[src/rtl/bidder_port_agent.sv]
// Bidder-side endpoint of one BIDS22 bidder port: issues bid/retract, waits for ack with retry.
// Optional local funds pre-check enabled by defining BID_LOCAL_FUNDS_CHECK_EN.
module bidder_port_agent #(
  parameter int unsigned AMT_W       = 16,
  parameter int unsigned BAL_W       = 32,
  parameter int unsigned ACK_TIMEOUT = 15,
  parameter int unsigned MAX_RETRY   = 3
) (
  input  logic             clk,
  input  logic             reset_n,
  input  logic             i_cmd_valid,
  output logic             o_cmd_ready,
  input  logic             i_cmd_retract,
  input  logic [AMT_W-1:0] i_cmd_amt,
  output logic             o_bid,
  output logic             o_retract,
  output logic [AMT_W-1:0] o_bid_amt,
  input  logic             i_ack,
  input  logic [1:0]       i_err,
  input  logic             i_win,
  input  logic [BAL_W-1:0] i_balance,
  input  logic             i_round_over,
  output logic             o_rsp_valid,
  output logic [2:0]       o_rsp_err,
  output logic [BAL_W-1:0] o_rsp_balance,
  output logic             o_won,
  output logic             o_busy
);

  typedef enum logic [1:0] {StIdle, StIssue, StWaitAck, StResp} state_e;

  state_e             r_state, w_state_nxt;
  logic               r_is_retract;
  logic [AMT_W-1:0]   r_bid_amt;
  logic [7:0]         r_timer;
  logic [2:0]         r_retry;
  logic [2:0]         r_rsp_err;
  logic [BAL_W-1:0]   r_rsp_balance;
  logic               r_won;

  logic               w_accept;
  logic               w_local_fail;
  logic               w_funds_short;
  logic               w_ack_take;
  logic               w_timeout;
  logic               w_retry_inc;
  logic               w_timer_last;

`ifdef BID_LOCAL_FUNDS_CHECK_EN
  // Balance is unknown until the controller has acked once since reset.
  logic r_bal_seen;

  always_ff @(posedge clk) begin
    if (!reset_n) begin
      r_bal_seen <= 1'b0;
    end else if (w_ack_take) begin
      r_bal_seen <= 1'b1;
    end
  end

  assign w_funds_short = ~i_cmd_retract & r_bal_seen & (BAL_W'(i_cmd_amt) > r_rsp_balance);
`else
  assign w_funds_short = 1'b0;
`endif

  assign w_timer_last = (r_timer == 8'(ACK_TIMEOUT - 1));

  always_ff @(posedge clk) begin
    if (!reset_n) begin
      r_state <= StIdle;
    end else begin
      r_state <= w_state_nxt;
    end
  end

  always_comb begin
    w_state_nxt  = r_state;
    o_cmd_ready  = 1'b0;
    o_bid        = 1'b0;
    o_retract    = 1'b0;
    o_rsp_valid  = 1'b0;
    w_accept     = 1'b0;
    w_local_fail = 1'b0;
    w_ack_take   = 1'b0;
    w_timeout    = 1'b0;
    w_retry_inc  = 1'b0;
    case (r_state)
      StIdle: begin
        o_cmd_ready = 1'b1;
        if (i_cmd_valid) begin
          w_accept = 1'b1;
          if (w_funds_short) begin
            w_local_fail = 1'b1;
            w_state_nxt  = StResp;
          end else begin
            w_state_nxt = StIssue;
          end
        end
      end
      StIssue: begin
        o_bid       = ~r_is_retract;
        o_retract   = r_is_retract;
        w_state_nxt = StWaitAck;
      end
      StWaitAck: begin
        if (i_ack) begin
          w_ack_take  = 1'b1;
          w_state_nxt = StResp;
        end else if (w_timer_last) begin
          if (r_retry < 3'(MAX_RETRY)) begin
            w_retry_inc = 1'b1;
            w_state_nxt = StIssue;
          end else begin
            w_timeout   = 1'b1;
            w_state_nxt = StResp;
          end
        end
      end
      StResp: begin
        o_rsp_valid = 1'b1;
        w_state_nxt = StIdle;
      end
      default: w_state_nxt = StIdle;
    endcase
  end

  always_ff @(posedge clk) begin
    if (!reset_n) begin
      r_is_retract  <= 1'b0;
      r_bid_amt     <= '0;
      r_timer       <= '0;
      r_retry       <= '0;
      r_rsp_err     <= '0;
      r_rsp_balance <= '0;
      r_won         <= 1'b0;
    end else begin
      if (w_accept) begin
        r_is_retract <= i_cmd_retract;
        r_retry      <= '0;
        // A locally rejected bid never reaches the controller, so the bus amount is left alone.
        if (!w_local_fail) begin
          r_bid_amt <= i_cmd_retract ? '0 : i_cmd_amt;
        end
      end else if (w_retry_inc) begin
        r_retry <= r_retry + 3'd1;
      end

      if (r_state == StIssue) begin
        r_timer <= '0;
      end else if (r_state == StWaitAck && !i_ack) begin
        r_timer <= r_timer + 8'd1;
      end

      if (w_ack_take) begin
        r_rsp_err     <= {1'b0, i_err};
        r_rsp_balance <= i_balance;
      end else if (w_timeout) begin
        r_rsp_err <= 3'd4;
      end else if (w_local_fail) begin
        r_rsp_err <= 3'd5;
      end

      if (w_accept) begin
        r_won <= 1'b0;
      end else if (i_win && i_round_over) begin
        r_won <= 1'b1;
      end
    end
  end

  assign o_bid_amt     = r_bid_amt;
  assign o_rsp_err     = r_rsp_err;
  assign o_rsp_balance = r_rsp_balance;
  assign o_won         = r_won;
  assign o_busy        = ~o_cmd_ready;

endmodule

[config.mk]
export PLATFORM = sky130hd
export DESIGN_NAME = bidder_port_agent
export DESIGN_NICKNAME = d
export VERILOG_FILES = /design/src/rtl/bidder_port_agent.sv
export SDC_FILE = /design/constraint.sdc
export NUM_CORES = 1
export LEC_CHECK = 0
export BUFFER_PORTS_ARGS = -buffer_cell sky130_fd_sc_hd__clkbuf_2
export CORE_UTILIZATION = 42
export DETAILED_ROUTE_END_ITERATION = 12
export GPL_TIMING_DRIVEN = 0
export PLACE_DENSITY = 0.8
export SLEW_MARGIN = 25
export SYNTH_ARGS = -nofsm -noshare
export SYNTH_HDL_FRONTEND = slang
export SYNTH_SLANG_ARGS = --single-unit
[constraint.sdc]
create_clock -name clk -period 1.81 [get_ports clk]
set_clock_uncertainty 0.15 [all_clocks]
set_input_delay 0.181 -clock clk [delete_from_list [all_inputs] [get_ports clk]]
set_output_delay 0.181 -clock clk [all_outputs]
set_load 0.01 [all_outputs]
# Word-level counts from Yosys, hierarchy flattened
# Index checks and enable logic that the tools add are counted.
[word_totals]
in_bits = 57
out_inout_bits = 57
latchBits = 0
mem_bits_ro = 0
register_bits = 66
mem_count = 0
wordCells = 54
ram_bits = 0
[op_classes]
magnitude_cmp = 1
n_eq_ne = 6
n_mux = 24
n_addsub = 2
n_bitwise = 3
n_shift = 0
reduce_logical = 9
mul = 0
div_mod_pow = 0
[op_table]
columns = ["cell", "count"]
rows = [
  ["two-way mux 1 bit", 16],
  ["two-way mux 16 bit", 1],
  ["two-way mux 2 bit", 5],
  ["adder 8 x 1 -> 8 bit (second input constant)", 1],
  ["== test 8 x 4 -> 1 bit (second input constant)", 1],
  ["case mux 2 bit (4 select lines)", 1],
  ["OR reduction 2 bit", 3],
  ["== test 2 bit (second input constant)", 2],
  ["adder 3 x 1 -> 3 bit (second input constant)", 1],
  ["less-than comparator 3 x 2 -> 1 bit (second input constant)", 1],
  ["two-way mux 3 bit", 1],
  ["!= test 3 bit (second input constant)", 1],
  ["NOT 1 bit", 3],
  ["== test 2 x 1 -> 1 bit (second input constant)", 1],
  ["logical AND 1 bit", 2],
  ["zero test 2 bit", 1],
  ["!= test 2 bit (second input constant)", 1],
  ["AND reduction 2 bit", 1],
  ["nonzero test 2 bit", 1],
  ["zero test 1 bit", 1],
]

# Depth between registers and ports, before layout
[depth]
depth_word = 7
depth_mapped = 6
depth_no_buf = 5

# Worst setup path after synthesis
# OpenSTA, ideal clock, no wires.
[synth_timing]
path_type = "register to register"
from = "register r_state[0]"
to = "register r_rsp_err[0] (netlist: o_rsp_err[0])"
t_arrival_ps = 1660
required_ps = 1543
n_path_buf = 2
setup_time_ps = 117
setup_slack_ps = -117
period_less_slack_ps = 1927
path_stages_with_launch = 6
cell_sequence = "dfxtp_1 > buf_6 > or3b_1 > buf_2 > or4b_4 > a32o_1"
[synth_between]
elab_chain_len = 3
word_cells_on_any_way = 5
cone_classes = "eq/ne: 1; mux: 3; reduce/logical: 1"
[synth_lines]
columns = ["item", "line", "rtl"]
rows = [
  ["from (decl)", "32", "state_e r_state, w_state_nxt;"],
  ["from (signal assigned)", "70", "r_state <= StIdle;"],
  ["from (signal assigned)", "72", "r_state <= w_state_nxt;"],
  ["== test 2 bit (*)", "87", "case (r_state)"],
  ["two-way mux 1 bit", "87", ""],
  ["two-way mux 2 bit or nonzero test 2 bit (tied branches)", "n/a", ""],
  ["to (signal assigned)", "155", "r_rsp_err <= {1'b0, i_err};"],
  ["to (decl)", "37", "logic [2:0] r_rsp_err;"],
]
# Every way passes the cells marked *; elsewhere a longest branch is shown, timed or not.
# A chain may end at the register's enable or synchronous reset.

# Final worst setup path
[layout_timing]
from = "register r_state[1]"
to = "register r_rsp_err[0] (netlist: o_rsp_err[0])"
# The elaborated chain is that of the path after synthesis.

==> flow_summary.toml <==
[timing]
report.final.hold_viol_count = 0
timing.max_slew.rel_slack_pct = 67.59
finalWorstPathRequiredPeriod_ns = 1.920
setup-tns-final_ns = -0.3116
timing.fmax_mhz = 520.7
worst_hold_check_slack_ns = 0.1090
timing.final.ws_setup_ns = -0.1104
setup_viol = 3
worstMarginPinSlew_ns = 0.4862
rsz0062_at_grt = "true"
timing.final.crit_share_pct = 106.1
drv_slew = 0

[die]
num_io_pins = 114
core-area_um2 = 5921
die_w_um = 80.51
design.die.area_um2 = 6482
number_of_placement_rows = 28
initial_core_utilization_pct = 43.72
die-height_um = 80.51

[critical_path]
timing.rr.end = "o_rsp_err[0]"
timing.reg2reg.worst_path_depth = 5
endpoint_kind = "flop"
cp_data_arrival_time_ns = 2.00
setup.reg_to_reg.worst_slack_ns = -0.11
critical_path.max_fanout = 7
timing.critical_path.from_type = "flop"
worst_setup_path_class = "flop to flop"
timing.rr.start = "r_state[1]"
critical_path_required_ns = 1.89

[clocking]
clk_latency_ns = 0.33
tritoncts_buffers = 9
clockRootBuffer = "sky130_fd_sc_hd__clkbuf_8"
cts_htree_levels = 3
cts.clk_slew.worst_paths_ns = 0.07
tritoncts = "built"
cts_buffer_depth = 2
clock_sinks = 66

[synthesis]
synth.lib_cells_used.distinct = 42
synth_ff_type = "sky130_fd_sc_hd__dfxtp_1"
synth_area_per_cell_um2 = 9.213
synth.net_count = 341
synth.top_cells.by_area = "sky130_fd_sc_hd__dfxtp_1 (51%), sky130_fd_sc_hd__nand2_1 (10%), sky130_fd_sc_hd__a21boi_0 (9.9%)"
synth_area_leader_cell = "sky130_fd_sc_hd__dfxtp_1"
synth-edff-count = 0
synth.yosys.warnings = 0
syn_inst = 281
synthesis.area_um2 = 2589
synth_async_sr_flop_share_pct = 0
ys_ff_latch = 66
yosysSeqAreaShare_pct = 51.04
post-synth-top-area-fraction_pct = 51.04

[grt]
grt_start_max_net_pins = 12
global_route.usage.total_pct = 25.04
globalRouteOverflowTotal = 0
grt_pass1_wl_um = 12080
grt_antenna_before_repair = 0
first_global_vias = 2648

[detailed_routing]
detail_route.iter0.violations = 149
number_of_iterations_in_the_first_detailed_routing_pass = 4
routed_wl_um = 8067
drt-wirelength-per-cell_um = 14.77
routed-via-count = 2766
route.detailed.drc = 0
avgViaCountPerCell = 5.066
route.antenna.remaining_nets = 0

[run]
maxCapViolations = 0

[hold_path]
hold_path_class = "input pin to flop"
hold_path_startpoint = "i_ack"
holdPathEnd = "r_timer[0]"
worstHoldPathCells = 4

[cells_and_area]
fin_cells = 546
final_net_count = 526
syn_to_final_growth_pct = 58.97
fillerInstances = 435
post_route_cells_drive_above_1_share_pct = 33.76
antenna_cells_inserted = 0

[power_and_ir_drop]
max-vdd-ir-drop_uv = 556.0
power-per-cell-area_nw_per_um2 = 794.7
leakage_nw = 1.816
design_power_total_w = 0.003270

[run_status]
run_status = "finished, violations left"
failed_checks = "setup timing"

[placement]
portBuffers = 112
place.detailed.hpwl_um = 4396
gpl_congestion = 0.8164
dp.cells = 468
detailedPlace.worstSlack_ns = -0.1449
-- logic make-up (layout without fill, tap and decap cells) --
logic type,count (synthesis),count (layout),share of synthesized area (%)
buf+inv,27,217,4.447
mux,4,4,1.547
compound gates,67,67,19.86
flops,66,66,51.04
simple gates,113,113,21.32
xor+xnor,1,1,0.3384
fa+ha+maj,3,3,1.450
-- registers in the layout, summed over array words and instances (netlist names) --
register       cells
r_is_retract       1
o_won              1
r_timer            8
o_bid_amt         16
r_state            2
o_rsp_err          3
o_rsp_balance     32
r_retry            3
-- power by group --
part	switching, W	internal (W)
logic	0.000217	0.000249
clock network	0.000565	0.000710
registers	0.0000287	0.00150
total	0.000810	0.00246
-- cell usage in the layout (no fill, tap or decap), drive strengths merged, types with 2 or more instances in the layout --
cell type	n
a22o	17
clkbuf	139
mux2i	4
dfxtp	66
nand3b	5
buf	14
and3	3
nand3	7
a32o	2
o31ai	3
and2	2
nor2	6
a21boi	34
o21ai	2
nor2b	2
or3	2
nor3b	2
ha	3
nand2	71
a21oi	5
inv	6
dlygate4sd3	54
clkinvlp	2
or3b	2
nor4	2
-- layer usage --
layer / part of all wire (%) / wire [um] / GRT usage [%] / vias up
met1: 38 / 3101 / 25.23 / 1275
met5: 0 / 0 / 0 / -
li1: - / - / - / 1338
met2: 52 / 4164 / 45.42 / 124
met3: 6.3 / 508 / 6.364 / 29
met4: 3.6 / 293 / 15.89 / 0
-- worst max-delay path by stage --
stage                from            to
4_1_cts        r_state[1]  o_rsp_err[0]
3_3_place_gp   r_state[1]  o_rsp_err[0]
3_5_place_dp   r_state[1]  o_bid_amt[8]
5_1_grt        r_state[1]  o_rsp_err[0]
2_1_floorplan  r_state[0]  o_rsp_err[0]
6_report       r_state[1]  o_rsp_err[0]
-- cell type report --
class / instances / area, um^2 / area share, %
plain buffers: 20 / 117.6 / 2.858
well taps: 75 / 93.84 / 2.280
repair buffers: 175 / 1169 / 28.40
flip-flops and latches: 66 / 1324 / 32.17
multi-input cells: 188 / 1184 / 28.76
clock buffers: 12 / 155.1 / 3.770
inverters: 6 / 22.52 / 0.5473
clock inverters: 4 / 50.05 / 1.216
-- synth_stat cells, types with 3 or more instances --
library cell / number
sky130_fd_sc_hd__and3_1: 3
sky130_fd_sc_hd__nor2_1: 6
sky130_fd_sc_hd__dfxtp_1: 66
sky130_fd_sc_hd__a22o_1: 17
sky130_fd_sc_hd__a21boi_0: 34
sky130_fd_sc_hd__clkbuf_1: 17
sky130_fd_sc_hd__mux2i_1: 4
sky130_fd_sc_hd__nand2_1: 71
sky130_fd_sc_hd__a21oi_1: 5
sky130_fd_sc_hd__nand3b_1: 5
sky130_fd_sc_hd__o31ai_1: 3
sky130_fd_sc_hd__inv_1: 6
sky130_fd_sc_hd__ha_1: 3
sky130_fd_sc_hd__nand3_1: 7
-- critical path, stage by stage, from the launching register on --
cell and delay (ns):
sky130_fd_sc_hd__dfxtp_2 0.34, sky130_fd_sc_hd__buf_6 0.11, sky130_fd_sc_hd__or3b_1 0.36, sky130_fd_sc_hd__buf_6 0.14, sky130_fd_sc_hd__or4b_4 0.49, sky130_fd_sc_hd__a32o_1 0.23
-- per-stage QoR --
| stage | utilization (%) | instance area, um^2 |
|---|---|---|
| after floorplan | - | 2605 |
| after global placement | 55.05 | 3259 |
| after detailed placement | 55.05 | 3259 |
| after CTS | 68.49 | 4055 |
| after global routing | 69.51 | 4115 |
| final | 69.51 | 4115 |
-- timing repair --
action	in CTS	in global routing
setup endpoints to repair	30	50
hold buffers	54	0
gates cloned	0	0
gates resized for setup	9	16
pin swaps	0	3
endpoints found under the hold margin	53	0
setup buffers	5	4
Note: power is estimated with default switching activity, not from simulation.
